### src/rtl/hex_card_monitor.sv
// hex_card_monitor: reads back the six active-low card displays of the
// baccarat datapath after each deal step, decodes the cards, checks the deal
// order, recomputes both baccarat scores and latches the first error seen.
// Optional build macro: HEX_MONITOR_WINNER_EN adds the expected-winner check
// against the LEDR[9:8] winner lights.
module hex_card_monitor #(
  parameter int SETTLE = 2,
  parameter int CNT_W  = 4
) (
  input  logic       clk,
  input  logic       resetb,
  input  logic       deal_strobe,
  input  logic [6:0] hex0,
  input  logic [6:0] hex1,
  input  logic [6:0] hex2,
  input  logic [6:0] hex3,
  input  logic [6:0] hex4,
  input  logic [6:0] hex5,
`ifdef HEX_MONITOR_WINNER_EN
  input  logic [1:0] ledr_win,
  output logic [1:0] win_exp,
  output logic       win_mismatch,
`endif
  output logic [3:0] pscore,
  output logic [3:0] dscore,
  output logic [2:0] card_count,
  output logic       sample_valid,
  output logic       err,
  output logic [2:0] err_code
);

  localparam logic [1:0] S_IDLE  = 2'd0;
  localparam logic [1:0] S_WAIT  = 2'd1;
  localparam logic [1:0] S_CHECK = 2'd2;

  localparam logic [6:0] BLANK = 7'h7f;

  // Slots that must already be showing before a slot may appear.
  // Deal order: hex0, hex3, hex1, hex4, then hex2 / hex5 in either order.
  localparam logic [5:0][5:0] PRED = {6'b011011, 6'b001011, 6'b000001,
                                      6'b011011, 6'b001001, 6'b000000};

  function automatic logic is_card(input logic [6:0] p);
    case (p)
      7'b0001000, 7'b0100100, 7'b0110000, 7'b0011001, 7'b0010010,
      7'b0000010, 7'b1111000, 7'b0000000, 7'b0010000,
      7'b1000000, 7'b1100001, 7'b0011000, 7'b0001001: is_card = 1'b1;
      default:                                         is_card = 1'b0;
    endcase
  endfunction

  // Baccarat value of a pattern; 10/J/Q/K and anything non-card give 0.
  function automatic logic [3:0] card_val(input logic [6:0] p);
    case (p)
      7'b0001000: card_val = 4'd1;
      7'b0100100: card_val = 4'd2;
      7'b0110000: card_val = 4'd3;
      7'b0011001: card_val = 4'd4;
      7'b0010010: card_val = 4'd5;
      7'b0000010: card_val = 4'd6;
      7'b1111000: card_val = 4'd7;
      7'b0000000: card_val = 4'd8;
      7'b0010000: card_val = 4'd9;
      default:    card_val = 4'd0;
    endcase
  endfunction

  // Sum of three cards is at most 27, so two conditional subtracts suffice.
  function automatic logic [3:0] mod10(input logic [4:0] s);
    logic [4:0] t;
    t = s;
    if (t >= 5'd20) t = t - 5'd20;
    if (t >= 5'd10) t = t - 5'd10;
    mod10 = t[3:0];
  endfunction

  logic [1:0]       state_q;
  logic [CNT_W-1:0] cnt_q;
  logic [5:0][6:0]  smp_q, sh_q, sh_d, hex_in;
  logic [3:0]       pscore_q, dscore_q, ps_d, ds_d;
  logic [2:0]       count_q, count_d, code_q, code_d, nnew;
  logic             sv_q, err_q;
  logic [5:0]       bad, chg, newc, nonblk, ooo;
  logic [5:0][3:0]  sval;
  logic [4:0]       psum, dsum;

  assign hex_in = {hex5, hex4, hex3, hex2, hex1, hex0};

  // Classify every sampled slot against its shadow and derive the next
  // shadows, scores, card count and error code for the CHECK cycle.
  always_comb begin
    nnew    = 3'd0;
    count_d = 3'd0;
    for (int i = 0; i < 6; i++) begin
      nonblk[i] = (smp_q[i] != BLANK);
      bad[i]    = nonblk[i] && !is_card(smp_q[i]);
      chg[i]    = (sh_q[i] != BLANK) && (smp_q[i] != sh_q[i]);
      newc[i]   = (sh_q[i] == BLANK) && nonblk[i] && !bad[i];
      // A bad pattern never enters the shadow so scores stay meaningful.
      sh_d[i]   = bad[i] ? sh_q[i] : smp_q[i];
      sval[i]   = card_val(sh_d[i]);
      nnew      = nnew + {2'd0, newc[i]};
      count_d   = count_d + {2'd0, (sh_d[i] != BLANK)};
    end
    for (int i = 0; i < 6; i++)
      ooo[i] = newc[i] && ((nonblk & PRED[i]) != PRED[i]);
    if (count_d > 3'd6) count_d = 3'd6;
    psum = {1'b0, sval[0]} + {1'b0, sval[1]} + {1'b0, sval[2]};
    dsum = {1'b0, sval[3]} + {1'b0, sval[4]} + {1'b0, sval[5]};
    ps_d = mod10(psum);
    ds_d = mod10(dsum);
    if (|bad)             code_d = 3'd1;
    else if (|chg)        code_d = 3'd3;
    else if (|ooo)        code_d = 3'd2;
    else if (nnew > 3'd1) code_d = 3'd4;
    else                  code_d = 3'd0;
  end

  // Strobe -> settle countdown -> sample -> one-cycle check.
  always_ff @(posedge clk or negedge resetb) begin
    if (!resetb) begin
      state_q <= S_IDLE;
      cnt_q   <= '0;
      smp_q   <= {6{BLANK}};
    end else begin
      case (state_q)
        S_IDLE: if (deal_strobe) begin
          cnt_q   <= CNT_W'(SETTLE);
          state_q <= S_WAIT;
        end
        S_WAIT: if (cnt_q == '0) begin
          smp_q   <= hex_in;
          state_q <= S_CHECK;
        end else begin
          cnt_q <= cnt_q - 1'b1;
        end
        default: state_q <= S_IDLE;
      endcase
    end
  end

  // Commit the check results; err/err_code keep the first error until reset.
  always_ff @(posedge clk or negedge resetb) begin
    if (!resetb) begin
      sh_q     <= {6{BLANK}};
      pscore_q <= '0;
      dscore_q <= '0;
      count_q  <= '0;
      sv_q     <= 1'b0;
      err_q    <= 1'b0;
      code_q   <= '0;
    end else begin
      sv_q <= (state_q == S_CHECK);
      if (state_q == S_CHECK) begin
        sh_q     <= sh_d;
        pscore_q <= ps_d;
        dscore_q <= ds_d;
        count_q  <= count_d;
        if (!err_q && code_d != 3'd0) begin
          err_q  <= 1'b1;
          code_q <= code_d;
        end
      end
    end
  end

`ifdef HEX_MONITOR_WINNER_EN
  logic [1:0] win_q, win_d;
  logic       wmis_q;

  always_comb begin
    if (ps_d > ds_d)      win_d = 2'b01;
    else if (ds_d > ps_d) win_d = 2'b10;
    else                  win_d = 2'b11;
  end

  // Judge the winner lights once the hand is decided (6 cards or a natural).
  always_ff @(posedge clk or negedge resetb) begin
    if (!resetb) begin
      win_q  <= '0;
      wmis_q <= 1'b0;
    end else if (state_q == S_CHECK &&
                 (count_d == 3'd6 ||
                  (count_d == 3'd4 && (ps_d >= 4'd8 || ds_d >= 4'd8)))) begin
      win_q <= win_d;
      if (win_d != ledr_win) wmis_q <= 1'b1;
    end
  end

  assign win_exp      = win_q;
  assign win_mismatch = wmis_q;
`endif

  assign pscore       = pscore_q;
  assign dscore       = dscore_q;
  assign card_count   = count_q;
  assign sample_valid = sv_q;
  assign err          = err_q;
  assign err_code     = code_q;

endmodule

### config.mk
export PLATFORM = sky130hd
export DESIGN_NAME = hex_card_monitor
export DESIGN_NICKNAME = d
export VERILOG_FILES = /design/src/rtl/hex_card_monitor.sv
export SDC_FILE = /design/constraint.sdc
export NUM_CORES = 1
export LEC_CHECK = 0
export BUFFER_PORTS_ARGS = -buffer_cell sky130_fd_sc_hd__buf_4
export CORE_MARGIN = 3
export CORE_UTILIZATION = 55
export CTS_CLUSTER_SIZE = 10
export DETAILED_ROUTE_END_ITERATION = 8
export GPL_ROUTABILITY_DRIVEN = 0
export GPL_TIMING_DRIVEN = 0
export PLACE_DENSITY_LB_ADDON = 0.3
export SYNTH_ARGS = -nofsm -noshare
export SYNTH_HDL_FRONTEND = slang
export SYNTH_SLANG_ARGS = --single-unit
### constraint.sdc
create_clock -name clk -period 5.8 [get_ports clk]
set_input_delay 0.58 -clock clk [delete_from_list [all_inputs] [get_ports clk]]
set_output_delay 0.58 -clock clk [all_outputs]
set_load 0.005 [all_outputs]
==> flow_summary.json <==
{
  "die_area_um2": 16500,
  "startpoint_type": "register",
  "cts_buffers": 9,
  "post-route-min-period_ns": 5.48,
  "finalSetupViolations": 0,
  "die-height_um": 128,
  "drt.antenna.violating_nets": 0,
  "port_buffers": 60,
  "drt_pass1_iterations": 5,
  "cp_max_fo": 10,
  "hpwlAfterDp_mm": 14.6,
  "row_count": 44,
  "seq_area_frac_synth_pct": 33.5,
  "rr_endpoint": "dscore[2]",
  "n_fill_cell": 1214,
  "num_vias": 7103,
  "slew_headroom_pct": 36.9,
  "netlist_area_um2": 8240,
  "cap_violations": 0,
  "r2r-start": "smp_q[34]",
  "post-route-drc-count": 0,
  "rr_worst_depth": 23,
  "final_cell_area_um2": 9430,
  "syn_to_final_growth_pct": 14.5,
  "grt_pass1_wl_mm": 33.6,
  "cts_hold_buf": 0,
  "cts_buffer_depth": 2,
  "tightest_slew_ns": 0.943,
  "r2r_slack_ns": 0.32,
  "drive_above_1_share_pct": 33.4,
  "diodes": 0,
  "dpl_cell_area_um2": 8920,
  "hold_class": "input pin to asynchronous set/reset pin",
  "fin_crit_sh_pct": 94.4,
  "synth_async_sr_flop_share_pct": 100,
  "core_area_um2": 14600,
  "drv_slew": 0,
  "clkTransAtPathRegs_ns": 0.07,
  "fin_skew_ns": 0.0109,
  "synth_area_per_cell_um2": 9.23,
  "critPathCaptureType": "register",
  "cts_tree": "yes",
  "grt_pass1_vias": 6772,
  "whs_ns": 0.158,
  "status": "complete, no violations",
  "wl_per_cell_um": 17.8,
  "cts_root_buf": "clkbuf_16",
  "syn-num-nets": 966,
  "ys.warnings.count": 0,
  "drtIter0Drc": 559,
  "clock-sinks": 106,
  "netlist_top_cells_area": "dfstp_2 (27%), mux2_2 (11%), dfrtp_1 (6.7%), fa_1 (3.9%), nand2_1 (3.8%)",
  "nets": 1032,
  "yosys.area.top_type": "dfstp_2",
  "die_width_um": 128,
  "synth_cells": 893,
  "synthFlopType": "dfstp_2",
  "avgViaCountPerCell": 6.19,
  "routed_wl_mm": 20.4,
  "synth-seq-cells": 106,
  "start_util_pct": 56.5,
  "grt.overflow.total": 0,
  "htreeDepth": 3,
  "synth_edf_count": 0,
  "synth_top_area_share_pct": 26.8,
  "timing.fmax_ghz": 0.183,
  "antenna_found_initial": 0,
  "critPathKind": "register to register",
  "synthDistinctLibCells": 88,
  "dp_cells": 1137,
  "stdcell_count": 1148,
  "insertion_delay_ns": 0.36,
  "grt_max_degree": 107,
  "pin_count": 61,
  "crit_arrival_ns": 5.72,
  "cp.required_ns": 6.04,
  "final-hold-violation-count": 0,
  "track_usage_pct": 25.1
}
[cell usage after synthesis (all sizes together), types with 9 or more instances]
cell type / n
dfstp: 84
nand2: 84
mux2: 78
nor2: 68
o21ai: 50
a21oi: 38
clkbuf: 36
nor3: 33
mux2i: 32
xor2: 31
buf: 30
nand3: 25
inv: 24
dfrtp: 22
xnor2: 17
fa: 16
nand2b: 15
nand4: 14
nor2b: 13
ha: 12
nor4: 12
a21o: 11
nand3b: 10
o211ai: 9
[cells in the final DEF, fill, tap and decap left out, types with 6 or more instances in the layout]
cell / instances
nand2_1: 84
dfstp_2: 84
mux2_2: 77
nor2_1: 62
buf_4: 62
o21ai_0: 45
a21oi_1: 36
nor3_1: 30
xor2_1: 30
nand3_1: 25
clkbuf_1: 24
buf_2: 24
mux2i_1: 24
inv_1: 23
dfrtp_1: 22
fa_1: 16
xnor2_1: 15
nand2b_1: 14
nand4_1: 14
nor2b_1: 13
nor4_1: 12
a21o_1: 11
nand3b_1: 10
ha_1: 10
o211ai_1: 9
clkbuf_16: 9
or3_1: 7
and3_1: 6
mux2i_2: 6
nor3b_1: 6
a31oi_1: 6
o31ai_1: 6
[stage by stage]
| step | util [%] | worst slack [ns] | TNS (ns) |
|---|---|---|---|
| floorplan | - | 0.639 | 0 |
| global placement | 61.1 | 0.0394 | 0 |
| detailed placement | 61.1 | -0.109 | -0.186 |
| CTS | 63.5 | 0.00272 | 0 |
| global route | 64.7 | -0.0505 | -0.0536 |
| finish | 64.7 | 0.323 | 0 |
[logic make-up (layout without fill, tap and decap cells)]
| kind of cell | count (synthesis) | count (layout) | synth area share [%] |
|---|---|---|---|
| adder cells (fa/ha/maj) | 28 | 28 | 5.71 |
| flip-flops | 106 | 106 | 33.5 |
| XOR/XNOR | 48 | 48 | 5.10 |
| AND/OR/NAND/NOR | 322 | 322 | 20.4 |
| buffers and inverters | 91 | 162 | 4.87 |
| multiplexers | 110 | 110 | 14.6 |
| AO/OA/AOI/OAI | 188 | 188 | 15.8 |
[area by class of cell]
class	instances	area (um^2)	share of cell area (%)
multi-input cells	696	5240	55.6
flip-flops and latches	106	2760	29.2
repair buffers	63	497	5.27
plain buffers	58	293	3.10
clock buffers	11	243	2.57
well taps	184	230	2.44
inverters	25	93.8	0.995
clock inverters	5	76.3	0.809
[per-layer routing]
| metal | vias up | wire, um | GRT usage [%] |
|---|---|---|---|
| met4 | 0 | 328 | 6.43 |
| met5 | - | 0 | 0 |
| li1 | 3373 | - | - |
| met1 | 3466 | 8700 | 32.7 |
| met2 | 237 | 10200 | 42.6 |
| met3 | 27 | 1150 | 5.40 |
[critical path: stages, from the launching register on]
cell      delay [ns]
dfstp_2         0.55
buf_2           0.24
nand3_1         0.16
nor2_2          0.28
a31o_2          0.24
nor2_4          0.08
mux2_1          0.36
or3_1           0.34
a21boi_2        0.19
a41oi_1         0.09
fa_1            0.56
inv_1           0.07
ha_1            0.30
a21o_1          0.16
a21oi_1         0.23
xnor2_2         0.22
nor3_1          0.11
a21oi_1         0.20
ha_2            0.26
a21o_1          0.12
mux2i_1         0.08
a21oi_2         0.21
nor3_1          0.06
a221o_1         0.26
[sequential cells by signal, summed over array words and instances (netlist names)]
signal / flops
card_count: 3
err_code: 3
sh_q: 42
state_q: 2
pscore: 4
sample_valid: 1
smp_q: 42
err: 1
cnt_q: 4
dscore: 4
[how the worst max path moves through the flow]
| stage | slack, ns | from | depth (start not counted) | end |
|---|---|---|---|---|
| finish | 0.32 | smp_q[34] | 23 | dscore[2] |
| global placement | 0.04 | smp_q[25] | 21 | dscore[2] |
| global route | -0.05 | smp_q[41] | 24 | dscore[2] |
| CTS | 0.003 | smp_q[25] | 22 | dscore[2] |
| detailed placement | -0.11 | smp_q[25] | 21 | dscore[2] |
| floorplan | 0.64 | smp_q[0] | 20 | pscore[2] |
[repair_timing]
action                                  in CTS  in global routing
setup buffers                                0                  2
endpoints found under the setup margin       3                  6
pin swaps                                    0                  5
gates resized for setup                      6                 38
Power is left out: the tool's default activity adds up to more than one toggle a clock period on the data nets, which glitch-free logic cannot reach.
